--- src/rtl/fifo_ctrl_pkg.sv ---
// Shared sizing for the FIFO controller: pointer/level widths and skid depth.
// Latency: n/a (constants and constant functions only).
// Backpressure: n/a.
package fifo_ctrl_pkg;

    // Output skid buffer depth and the width of its occupancy counter (0..2).
    localparam int SKID_DEPTH = 2;
    localparam int OCC_W      = 2;

    // Read/write pointers carry one extra wrap bit above the RAM address.
    function automatic int ptr_width(input int addr_w);
        return addr_w + 1;
    endfunction

    // Level covers the RAM depth plus the skid entries: 2**ADDR+2 fits in ADDR+2 bits.
    function automatic int lvl_width(input int addr_w);
        return addr_w + 2;
    endfunction

endpackage

--- src/rtl/fifo_skid2.sv ---
// Two-entry output skid buffer that captures RAM read data and presents the FIFO head.
// Latency: a word pushed at an edge is visible on o_dat/o_vld in the following cycle.
// Backpressure: o_vld/i_pop_rdy handshake; upstream must never push into a full buffer.
//   clK, rst_N        : clock, async active-low reset
//   i_push/i_push_dat : capture i_push_dat into the tail at the next edge
//   i_pop_rdy         : consumer ready; pop happens when o_vld is also high
//   o_vld/o_dat/o_occ : head valid, head word, entries held (0..2)
module fifo_skid2
    import fifo_ctrl_pkg::*;
#(
    parameter int DATA = 16
) (
    input  logic             clK,
    input  logic             rst_N,
    input  logic             i_push,
    input  logic [DATA-1:0]  i_push_dat,
    input  logic             i_pop_rdy,
    output logic             o_vld,
    output logic [DATA-1:0]  o_dat,
    output logic [OCC_W-1:0] o_occ
);

    logic [DATA-1:0]  r_head;
    logic [DATA-1:0]  r_tail;
    logic [OCC_W-1:0] r_occ;
    logic             w_pop;

    assign o_vld = (r_occ != '0);
    assign o_dat = r_head;
    assign o_occ = r_occ;
    assign w_pop = o_vld && i_pop_rdy;

    // A same-cycle pop retires the head before the new word lands, so the
    // incoming word goes to whichever slot becomes the tail afterwards.
    always_ff @(posedge clK or negedge rst_N) begin
        if (!rst_N) begin
            r_head <= '0;
            r_tail <= '0;
            r_occ  <= '0;
        end else begin
            case ({i_push, w_pop})
                2'b10: begin
                    if (r_occ == '0) r_head <= i_push_dat;
                    else             r_tail <= i_push_dat;
                    r_occ <= r_occ + OCC_W'(1);
                end
                2'b01: begin
                    r_head <= r_tail;
                    r_occ  <= r_occ - OCC_W'(1);
                end
                2'b11: begin
                    if (r_occ == OCC_W'(1)) begin
                        r_head <= i_push_dat;
                    end else begin
                        r_head <= r_tail;
                        r_tail <= i_push_dat;
                    end
                end
                default: ;
            endcase
        end
    end

    // The controller's issue rule must never overfill the buffer.
    a_no_overflow: assert property (@(posedge clK) disable iff (!rst_N)
        !(i_push && !w_pop && (r_occ == OCC_W'(SKID_DEPTH))));

endmodule

--- src/rtl/fifo_ctrl.sv ---
// Synchronous FIFO controller driving a dual-port RAM (A = write, B = 1-cycle registered read).
// Latency: push into an empty FIFO appears at rd_VALID three cycles later; pop sustains 1 word/cycle.
// Backpressure: wr_READY drops when the RAM is full; rd_VALID/rd_READY handshake on the output.
//   clK, rst_N                          : clock, async active-low reset
//   wr_VALID/wr_READY/wr_DATA           : push interface
//   rd_VALID/rd_READY/rd_DATA           : pop interface (head word)
//   fifo_FULL/fifo_EMPTY/fifo_LEVEL     : status, level counts RAM + in-flight + skid words
//   ram_a_* / ram_b_*                   : RAM port A write, port B read
module fifo_ctrl
    import fifo_ctrl_pkg::*;
#(
    parameter int DATA = 16,
    parameter int ADDR = 5
) (
    input  logic                       clK,
    input  logic                       rst_N,
    input  logic                       wr_VALID,
    output logic                       wr_READY,
    input  logic [DATA-1:0]            wr_DATA,
    output logic                       rd_VALID,
    input  logic                       rd_READY,
    output logic [DATA-1:0]            rd_DATA,
    output logic                       fifo_FULL,
    output logic                       fifo_EMPTY,
    output logic [lvl_width(ADDR)-1:0] fifo_LEVEL,
    output logic                       ram_a_WR,
    output logic [ADDR-1:0]            ram_a_ADDR,
    output logic [DATA-1:0]            ram_a_data_IN,
    output logic                       ram_b_WR,
    output logic [ADDR-1:0]            ram_b_ADDR,
    output logic [DATA-1:0]            ram_b_data_IN,
    input  logic [DATA-1:0]            ram_b_data_OUT
);

    localparam int PTR_W = ptr_width(ADDR);
    localparam int LVL_W = lvl_width(ADDR);

    logic [PTR_W-1:0] r_wr_ptr;
    logic [PTR_W-1:0] r_rd_ptr;
    logic             r_pend;     // RAM read issued last cycle, data arrives this cycle
    logic             r_live;     // holds wr_READY low until the first edge after reset

    logic             w_ram_empty;
    logic             w_ram_full;
    logic             w_push;
    logic             w_pop;
    logic             w_issue;
    logic             w_rd_vld;
    logic [OCC_W-1:0] w_occ;
    logic [OCC_W:0]   w_after;    // skid occupancy after this edge, before any new issue lands
    logic [PTR_W-1:0] w_ram_cnt;

    assign w_ram_empty = (r_wr_ptr == r_rd_ptr);
    assign w_ram_full  = (r_wr_ptr[ADDR-1:0] == r_rd_ptr[ADDR-1:0]) &&
                         (r_wr_ptr[ADDR] != r_rd_ptr[ADDR]);

    assign wr_READY = r_live && !w_ram_full;
    assign w_push   = wr_VALID && wr_READY;
    assign w_pop    = w_rd_vld && rd_READY;

    // Only issue a read if the skid will have a free slot when the data returns.
    // A pop only happens with occ >= 1, so this never underflows.
    assign w_after = {1'b0, w_occ} + {{OCC_W{1'b0}}, r_pend} - {{OCC_W{1'b0}}, w_pop};
    assign w_issue = !w_ram_empty && (w_after <= (OCC_W+1)'(1));

    always_ff @(posedge clK or negedge rst_N) begin
        if (!rst_N) begin
            r_wr_ptr <= '0;
            r_rd_ptr <= '0;
            r_pend   <= 1'b0;
            r_live   <= 1'b0;
        end else begin
            r_live <= 1'b1;
            if (w_push)  r_wr_ptr <= r_wr_ptr + PTR_W'(1);
            if (w_issue) r_rd_ptr <= r_rd_ptr + PTR_W'(1);
            r_pend <= w_issue;
        end
    end

    // Port A: combinational write from the push handshake.
    assign ram_a_WR      = w_push;
    assign ram_a_ADDR    = r_wr_ptr[ADDR-1:0];
    assign ram_a_data_IN = wr_DATA;

    // Port B: read-only; address idles at the read pointer.
    assign ram_b_WR      = 1'b0;
    assign ram_b_ADDR    = r_rd_ptr[ADDR-1:0];
    assign ram_b_data_IN = '0;

    fifo_skid2 #(
        .DATA (DATA)
    ) u_skid (
        .clK        (clK),
        .rst_N      (rst_N),
        .i_push     (r_pend),
        .i_push_dat (ram_b_data_OUT),
        .i_pop_rdy  (rd_READY),
        .o_vld      (w_rd_vld),
        .o_dat      (rd_DATA),
        .o_occ      (w_occ)
    );

    assign rd_VALID   = w_rd_vld;
    assign fifo_EMPTY = !w_rd_vld;
    assign fifo_FULL  = !wr_READY;

    // Pointer difference is taken at pointer width before widening, so the wrap is modular.
    assign w_ram_cnt  = r_wr_ptr - r_rd_ptr;
    assign fifo_LEVEL = {1'b0, w_ram_cnt}
                      + {{(LVL_W-1){1'b0}}, r_pend}
                      + {{(LVL_W-OCC_W){1'b0}}, w_occ};

endmodule
--- config.mk ---
export PLATFORM = sky130hd
export DESIGN_NAME = fifo_ctrl
export DESIGN_NICKNAME = d
export VERILOG_FILES = /design/src/rtl/fifo_ctrl_pkg.sv /design/src/rtl/fifo_skid2.sv /design/src/rtl/fifo_ctrl.sv
export SDC_FILE = /design/constraint.sdc
export NUM_CORES = 1
export LEC_CHECK = 0
export BUFFER_PORTS_ARGS = -buffer_cell sky130_fd_sc_hd__buf_2
export CAP_MARGIN = 40
export CORE_MARGIN = 2
export CORE_UTILIZATION = 49
export DETAILED_ROUTE_END_ITERATION = 8
export MAX_ROUTING_LAYER = met4
export PLACE_DENSITY_LB_ADDON = 0.25
export SYNTH_ARGS = -nofsm -noshare
export SYNTH_HDL_FRONTEND = slang
export SYNTH_SLANG_ARGS = --single-unit
--- constraint.sdc ---
create_clock -name clK -period 3.2 [get_ports clK]
set_input_delay 0.64 -clock clK [delete_from_list [all_inputs] [get_ports clK]]
set_output_delay 0.64 -clock clK [all_outputs]
set_load 0.02 [all_outputs]
== Word-level counts from Yosys, hierarchy flattened ==
Index checks and enable logic that the tools add are counted.
Widths: inputs -> output; s select.

* Divide/modulo/power cells: 0
* Bitwise gates (word level): 0
* $add $sub $neg: 9
* Reductions and logical operators: 16
* Order comparisons: 1
* $mul: 0
* Mux-type cells: 7
* Equal/unequal tests: 10
* Shifts and indexed selects: 0

{| class="wikitable"
|+ Operators with widths
! cell !! number
|-
| $mux 16 || 4
|-
| $pmux 16 s3 || 1
|-
| $pmux 16 s2 || 1
|-
| $add 6x1->6 const B || 2
|-
| $add 6x1->7 || 1
|-
| $add 7x2->7 || 1
|-
| $eq 6x6->1 || 1
|-
| $reduce_bool 2->1 || 3
|-
| $sub 6x6->6 || 1
|-
| $eq 5x5->1 || 1
|-
| $logic_and 1x1->1 || 5
|-
| $eq 2x1->1 const B || 2
|-
| $eq 2x2->1 const B || 2
|-
| $logic_not 1->1 || 4
|-
| $ne 2x2->1 const B || 2
|-
| $pmux 2 s2 || 1
|-
| $add 2x1->3 || 1
|-
| $le 3x1->1 const B || 1
|-
| $reduce_and 3->1 || 1
|-
| $reduce_bool 3->1 || 1
|-
| $sub 3x1->3 || 1
|-
| $add 2x1->2 const B || 1
|-
| $logic_not 2->1 || 1
|-
| $ne 2x1->1 const B || 1
|-
| other kinds (3) || 3
|}

* Memory bits (writable): 0
* Bits in latches: 0
* Memories kept: 0
* Input port bits: 36
* Memory bits (read-only): 0
* Register bits: 48
* Word-level logic and storage cells: 50

== Logic depth before layout (Yosys ltp) ==
Gate-level depths: netlist of the first run.

* Depth after elaboration: 5
* Gate-level depth with buffers: 13
* Gate-level depth less buffers: 12

== By module ==
Synthesis of the first run repeated with hierarchy kept, for this count alone.

* Cells, all modules: 295
* Area, all modules: 3022.9 um^2

{| class="wikitable"
|+ By module, submodules not included
! module !! times used !! cells each !! area each (um^2) !! seq. area each (um^2)
|-
| fifo_skid2 || 1 || 150 || 1662.8 || 850.8
|-
| fifo_ctrl || 1 || 145 || 1360.1 || 350.3
|}

== Least setup slack after synthesis of the first run ==
OpenSTA, ideal clock, no wires.

* Kind: register to output
* From: register r_wr_ptr[0]
* To: output port fifo_LEVEL[5]
* Required time: 2560 ps
* Data arrival time: 2225 ps
* Setup slack: 335 ps
* Cell stages (with the launch flop): 10
* Path buffers: 0
* Cells stage by stage: dfrtp_1 -> inv_1 -> ha_1 -> inv_1 -> fa_1 -> ha_1 -> nor2b_1 -> o21ai_0 -> nand3b_1 -> xor2_1

* Word-level cells in the longest chain between the ends: 3

{| class="wikitable"
|+ RTL lines
! element !! line !! RTL
|-
| from (decl) || fifo_ctrl.sv:38 || <nowiki>logic [PTR_W-1:0] r_wr_ptr;</nowiki>
|-
| from (signal assigned) || fifo_ctrl.sv:74 || <nowiki>if (w_push) r_wr_ptr <= r_wr_ptr + PTR_W'(1);</nowiki>
|-
| $sub 6x6->6 || fifo_ctrl.sv:108 || <nowiki>assign w_ram_cnt = r_wr_ptr - r_rd_ptr;</nowiki>
|-
| $add 6x1->7 || fifo_ctrl.sv:110 || <nowiki>+ {{(LVL_W-1){1'b0}}, r_pend}</nowiki>
|-
| $add 7x2->7 || fifo_ctrl.sv:111 || <nowiki>+ {{(LVL_W-OCC_W){1'b0}}, w_occ};</nowiki>
|-
| to (decl) || fifo_ctrl.sv:25 || <nowiki>output logic [lvl_width(ADDR)-1:0] fifo_LEVEL,</nowiki>
|}

Every way passes these cells.

== Final worst setup path of the first run ==
Ends and elaborated chain as after synthesis.

==> results of run 1 <==
[synth_stat cells]
master	count
and3_1	2
buf_6	1
nand3_1	1
dfrtp_1	48
nand2_1	22
and4_1	1
o31ai_1	2
and2_1	1
mux2_4	1
buf_4	45
a211oi_2	1
nand4_1	5
clkbuf_1	1
nor2b_1	2
buf_2	3
nor4_1	1
conb_1	2
xor2_1	3
xor2_2	1
ha_1	11
nor2_1	2
and2_4	1
a21boi_0	1
o311a_1	1
maj3_1	2
o211a_1	1
a31oi_2	1
or2_2	1
a21oi_1	1
o21ai_0	20
a21o_1	2
mux2i_1	16
nand4b_1	1
xnor2_1	17
a311oi_1	1
mux2_2	16
fa_1	4
nand3b_1	2
clkbuf_4	1
inv_1	16
[worst min path at each step]
stage | start | to | slack (ns)
floorplan | rst_N | r_live$_DFF_PN0_ | 0.34
detailed placement | u_skid.o_dat[6]$_DFFE_PN0P_ | u_skid.o_dat[6]$_DFFE_PN0P_ | 0.47
global route | rst_N | u_skid.o_dat[13]$_DFFE_PN0P_ | 0.23
global placement | u_skid.o_dat[15]$_DFFE_PN0P_ | u_skid.o_dat[15]$_DFFE_PN0P_ | 0.46
finish | rst_N | u_skid.o_dat[13]$_DFFE_PN0P_ | 0.22
CTS | rst_N | u_skid.o_dat[13]$_DFFE_PN0P_ | 0.22
[flip-flops by register name, indices dropped and copies added (netlist names)]
signal and count:
r_wr_ptr 6, u_skid.o_occ 2, r_live 1, u_skid.o_dat 16, r_rd_ptr 6, r_pend 1, u_skid.r_tail 16
[metrics by stage]
step                hold slack, ns   TNS, ns
floorplan                   0.3444         0
global placement            0.4560         0
detailed placement          0.4655         0
CTS                         0.2204  -0.01074
global route                0.2317   -0.1650
finish                      0.2160         0
[cell usage in the layout (no fill, tap or decap), types with 2 or more instances in the layout]
cell / count
nand4_1: 5
nand2_1: 22
fa_1: 3
mux2i_1: 16
inv_2: 2
nor2b_1: 2
nor2_1: 2
clkbuf_8: 5
and3_1: 2
xor2_1: 3
maj3_1: 2
buf_4: 6
ha_1: 10
o21ai_0: 19
inv_1: 14
conb_1: 18
xnor2_1: 16
dfrtp_1: 47
mux2_2: 16
a21o_1: 2
o31ai_1: 2
nand3b_1: 2
buf_2: 55
[layout make-up]
| type | instances | area, sq um |
|---|---|---|
| clock inverters | 3 | 46.29 |
| flip-flops and latches | 48 | 1202 |
| repair buffers | 62 | 340.3 |
| inverters | 16 | 60.06 |
| clock buffers | 5 | 68.82 |
| fillers | 500 | 2442 |
| multi-input cells | 162 | 1290 |
| well taps | 72 | 90.09 |
[cell families (layout without fill, tap and decap cells)]
kind of cell,after synthesis,after routing,synth area share
buffers and inverters,67,86,0.1535
and+or+nand+nor,42,42,0.07455
AOI/OAI and AO/OA,31,31,0.06925
adders and majority gates,17,17,0.08381
xor gates and xnor gates,21,21,0.06749
other,2,18,0.002648
muxes,33,33,0.1253
DFF,48,48,0.4235
[what timing repair did]
action / CTS / global route
pin swaps: 0 / 4
setup endpoints to repair: 2 / 3
gates resized for setup: 4 / 7
[metal layers]
metal	global-route usage	vias up
met5	-	-
met1	0.2146	871
li1	-	879
met3	0.03596	10
met4	0.06271	0
met2	0.2700	47
[worst max-delay path, delay by kind of cell (launching register included)]
family                     cells  cell delay (ns)
AOI/OAI and AO/OA              1             0.18
adders and majority gates      3             0.90
xor gates and xnor gates       1             0.16
and+or+nand+nor                2             0.27
buffers and inverters          3             0.29
DFF                            1             0.42
==> qor.txt, run 1 <==
Outcome = finished, final reports clean
Post-Layout Inst Area = 3098 sq um
Clock transition at the registers of the reported paths = 0.10 ns
Non-filler cells, final = 368
Num rows = 27
Vias per cell = 4.910
Worst R2R Start = u_skid.o_occ[1]$_DFFE_PN0P_
Critical-path cell list = inv_2, ha_4, inv_2, fa_1, ha_1, nor2b_1, o21ai_1, nand3b_1, xor2_1, buf_4
Layout cell share with drive strength beyond 1 = 0.3378
Antenna Cells = 0
Die width = 80.09 microns
Mapped cell area = 2836 sq um
Reg2reg end = r_rd_ptr[3]$_DFFE_PN0P_
H-tree Lvls = 2
Wire per inst = 13.46 microns
Startpoint types = flip-flop
Total number of vias = 1807
Chip Height = 80.09 microns
Port Buffers = 57
Largest net degree at the start of global routing = 36
Reg2reg setup slack = 0.39 ns
CTS Buffer Depth = 2
Final ANT Viol Nets = 0
Unrepaired setup endpoints after global routing = true
Hold Crit Class = primary input to asynchronous set/reset pin
# nets final = 346
Area share of the largest cell type after synthesis = 0.4235
Worst-Skew Late Latency = 0.30 ns
DR iter-0 viols = 69
Vias in the first global route = 1732
Global-route wire length before repair = 8224 microns
WS Path Type = flip-flop to output pin
Core ar. = 5540 sq um
Worst setup margin = 0.03659 ns
Synth unique cells = 40
Seq/Total Area, Yosys = 0.4235
Avg Synthesized Cell Area = 10.87 sq um
Post-Place Cells = 360
Number of buffers created by CTS = 5
Crit path top cell by count = inv_2
MaxCap Viol Count = 0
Buffer count from post-CTS setup fixing = 0
Crit path from = r_wr_ptr[0]$_DFFE_PN0P_
Slowest CP cell = fa_1
Final Cycle Share = 0.9886
Worst Path Required = 2.56 ns
Endpoints failing setup = 0
Initial antenna violation count = 0
Uppermost routed layer = met4
DR WL met3 = 259 microns
Synth warn = 0
GP Congestion = 0.8519
Yosys reg bits = 48
Largest cells by area after synthesis = dfrtp_1 42%, buf_4 12%, mux2_2 6.4%
CTS tree = done
Worst Skew = 0.007344 ns
Area growth syn-to-layout = 9.219%
Routed met2 length = 2322 microns
Hold_buf cts = 0
CP endpoint kind = output pin
Die area = 6414 sq um
Ports = 107
Biggest area consumer among synthesized cells = dfrtp_1
End point of the critical path = fifo_LEVEL[5]
First drt pass iteration count = 4
Syn Inst Count = 261
Met1 Routed Length = 2305 microns
Root cell of the clock tree = clkbuf_8
Grt ovf = 0
Worst path max stage delay = 0.47 ns
Initial Utilization = 0.5120
Final Util = 0.5592
Routed WL = 4955 microns
Final Hold Fails = 0
Total GRT Usage = 0.1696
Max Clk Rate = 316.1 MHz
Worst Path Arrival = 2.52 ns
Post-DP HPWL = 3738 microns
Slew Limit Fails = 0
Crit Path Max Fanout = 4
Worst Reg2Reg Path Length in Cells = 12
Residual DRC = 0
Dpl ws = 0.2763 ns
Sink Count = 48
Post-DP Area = 2950 sq um
Tmin final = 3.163 ns
Power of run 1 is left out: the tool's default activity adds up to more than one toggle a clock period on the data nets, which glitch-free logic cannot reach.
==> run 2: changes to the inputs <==
--- a/config.mk
+++ b/config.mk
@@ -8,7 +8,8 @@
 export BUFFER_PORTS_ARGS = -buffer_cell sky130_fd_sc_hd__buf_2
 export CAP_MARGIN = 40
 export CORE_MARGIN = 2
-export CORE_UTILIZATION = 49
+export CORE_UTILIZATION = 51
+export CTS_BUF_LIST = sky130_fd_sc_hd__clkbuf_2
 export DETAILED_ROUTE_END_ITERATION = 8
 export MAX_ROUTING_LAYER = met4
 export PLACE_DENSITY_LB_ADDON = 0.25
==> run 2 against run 1 <==
Net effect:
- critical endpoint unchanged
- largest cell class unchanged
- register-to-register slack got worse by 0.05 ns
- worst setup slack got worse by 0.043 ns
- die area fell by 3.7%
- utilization rose by 1.7 points
- the flow now finishes with violations (negative setup slack)
- highest routed layer unchanged
==> qor.txt, run 2 (same netlist as run 1, synthesis figures left out) <==
Outcome = finished with violations
Failing checks = negative setup slack
First drt pass iteration count = 4 (unchanged)
Worst hold margin = 0.1436 ns (-0.07241 ns)
CP endpoint kind = output pin
Worst setup margin = -0.006071 ns (-0.04266 ns)
Antenna Cells = 0 (unchanged)
Total GRT Usage = 0.1730 (+0.003369)
Vias per cell = 4.875 (-0.73%)
Die width = 78.58 microns (-1.9%)
Reg2reg setup slack = 0.34 ns (-0.05 ns)
Unrepaired setup endpoints after global routing = true
Port Buffers = 57 (unchanged)
Max Clk Rate = 311.9 MHz (-1.3%)
Worst Path Required = 2.56 ns (about the same)
Worst R2R Start = u_skid.o_occ[1]$_DFFE_PN0P_
DR WL met3 = 259 microns (unchanged)
Dpl ws = 0.2493 ns (-0.02700 ns)
Layout cell share with drive strength beyond 1 = 0.3663 (+0.02850)
Ports = 107 (unchanged)
Clock transition at the registers of the reported paths = 0.22 ns (+0.12 ns)
Worst Skew = 0.009967 ns (+0.002623 ns)
Most frequent cells in the layout = 52 x buf_2, 46 x dfrtp_1, 22 x nand2_1
Crit path from = r_wr_ptr[0]$_DFFE_PN0P_
Initial Utilization = 0.5215 (+0.009540)
Setup TNS = -0.006071 ns (-0.006071 ns)
CTS Buffer Depth = 2 (unchanged)
Uppermost routed layer = met4
DR iter-0 viols = 70 (+1.4%)
Sequential cell area = 1204 sq um (+0.10%)
Slew Limit Fails = 0 (unchanged)
Residual DRC = 0 (unchanged)
Critical-path cell list = inv_2, ha_4, inv_2, fa_1, ha_1, nor2b_1, o21ai_1, nand3b_1, xor2_1, buf_4
Root cell of the clock tree = clkbuf_2
Final Hold Fails = 0 (unchanged)
MaxCap Viol Count = 0 (unchanged)
Num rows = 27 (unchanged)
Area growth syn-to-layout = 10.41%
Crit path top cell by count = inv_2
H-tree Lvls = 2 (unchanged)
Fillers = 488 (-2.4%)
Worst-Skew Late Latency = 0.40 ns (+0.10 ns)
Routed WL = 4914 microns (-0.83%)
Post-DP HPWL = 3573 microns (-4.4%)
Core ar. = 5439 sq um (-1.8%)
Crit Path Max Fanout = 2 (-2)
Post-Layout Inst Area = 3132 sq um (+1.1%)
Endpoints failing setup = 1 (+1)
Final ANT Viol Nets = 0 (unchanged)
Final Cycle Share = 1.002 (+0.01333)
Met1 Routed Length = 2199 microns (-4.6%)
Die area = 6174 sq um (-3.7%)
Wire per inst = 13.10 microns (-2.7%)
Slowest CP cell = fa_1
# nets final = 353 (+2.0%)
Routed met2 length = 2421 microns (+4.3%)
Number of buffers created by CTS = 5 (unchanged)
Vias in the first global route = 1720 (-0.69%)
Tmin final = 3.206 ns (+0.04266 ns)
Worst Reg2Reg Path Length in Cells = 12 (unchanged)
Commonest non-fill, non-tap cell in the layout = buf_2
Largest net degree at the start of global routing = 33 (-8.3%)
Hold Crit Class = primary input to asynchronous set/reset pin
CTS tree = done
Chip Height = 78.58 microns (-1.9%)
Multi-input gate area = 1313 sq um (+1.7%)
Worst Path Arrival = 2.57 ns (+0.05 ns)
Initial antenna violation count = 0 (unchanged)
Sink Count = 48 (unchanged)
Grt ovf = 0 (unchanged)
Reg2reg end = r_rd_ptr[3]$_DFFE_PN0P_
Global-route wire length before repair = 8155 microns (-0.84%)
Total number of vias = 1828 (+1.2%)
Post-DP Area = 2943 sq um (-0.25%)
GP Congestion = 0.8773 (+3.0%)
WS Path Type = flip-flop to output pin
Worst path max stage delay = 0.47 ns (about the same)
Startpoint types = flip-flop
==> run 2: cell types whose count changed in the layout (fill, tap and decap cells not counted), moves of 2 or more <==
cell,before,now
buf_2,55,52
buf_4,6,16
clkbuf_8,5,0
xnor2_2,1,3
xnor2_1,16,14
clkbuf_2,0,6
==> run 2: worst max-delay path by stage <==
stage	end	slack (ns)
global route	fifo_LEVEL[5]	-0.24
CTS	fifo_LEVEL[5]	-0.06
detailed placement	fifo_LEVEL[5]	0.25
global placement	fifo_LEVEL[5]	0.32
floorplan	fifo_LEVEL[5]	0.34
finish	fifo_LEVEL[5]	-0.006
==> run 2: repair_timing <==
action | 4_1_cts | 5_1_grt
hold buffers | 0 | 0
setup buffers | 4 | 4
endpoints found under the setup margin | 4 | 4
pin swaps | 4 | 6
resized for setup | 9 | 9
==> run 2: routing by layer <==
metal / vias up / GRT usage
met5: - / -
met4: 0 / 0.03860
met3: 4 / 0.04138
met2: 51 / 0.2795
met1: 878 / 0.2227
li1: 895 / -
==> run 2: layout make-up <==
class,count,share of cell area
multi-input cells,162,0.4191
clock inverters,2,0.01119
repair buffers,69,0.1278
clock buffers,6,0.009589
well taps,72,0.02877
flip-flops and latches,48,0.3843
inverters,16,0.01918
==> run 2: stage by stage <==
stage | cells | util
final | 375 | 0.5758
after global routing | 375 | 0.5758
after CTS | 371 | 0.5625
after detailed placement | 359 | 0.5411
after global placement | 358 | 0.5374
after floorplan | 277 | -
==> run 2: worst max-delay path, delay by kind of cell (launching register included) <==
kind,cells,cell delay (ns)
buffers and inverters,3,0.27
AND/OR/NAND/NOR,2,0.27
AO/OA/AOI/OAI,1,0.14
XOR/XNOR,1,0.15
adder cells (fa/ha/maj),3,0.90
flip-flops,1,0.44
Power of run 2 is left out for the same reason.
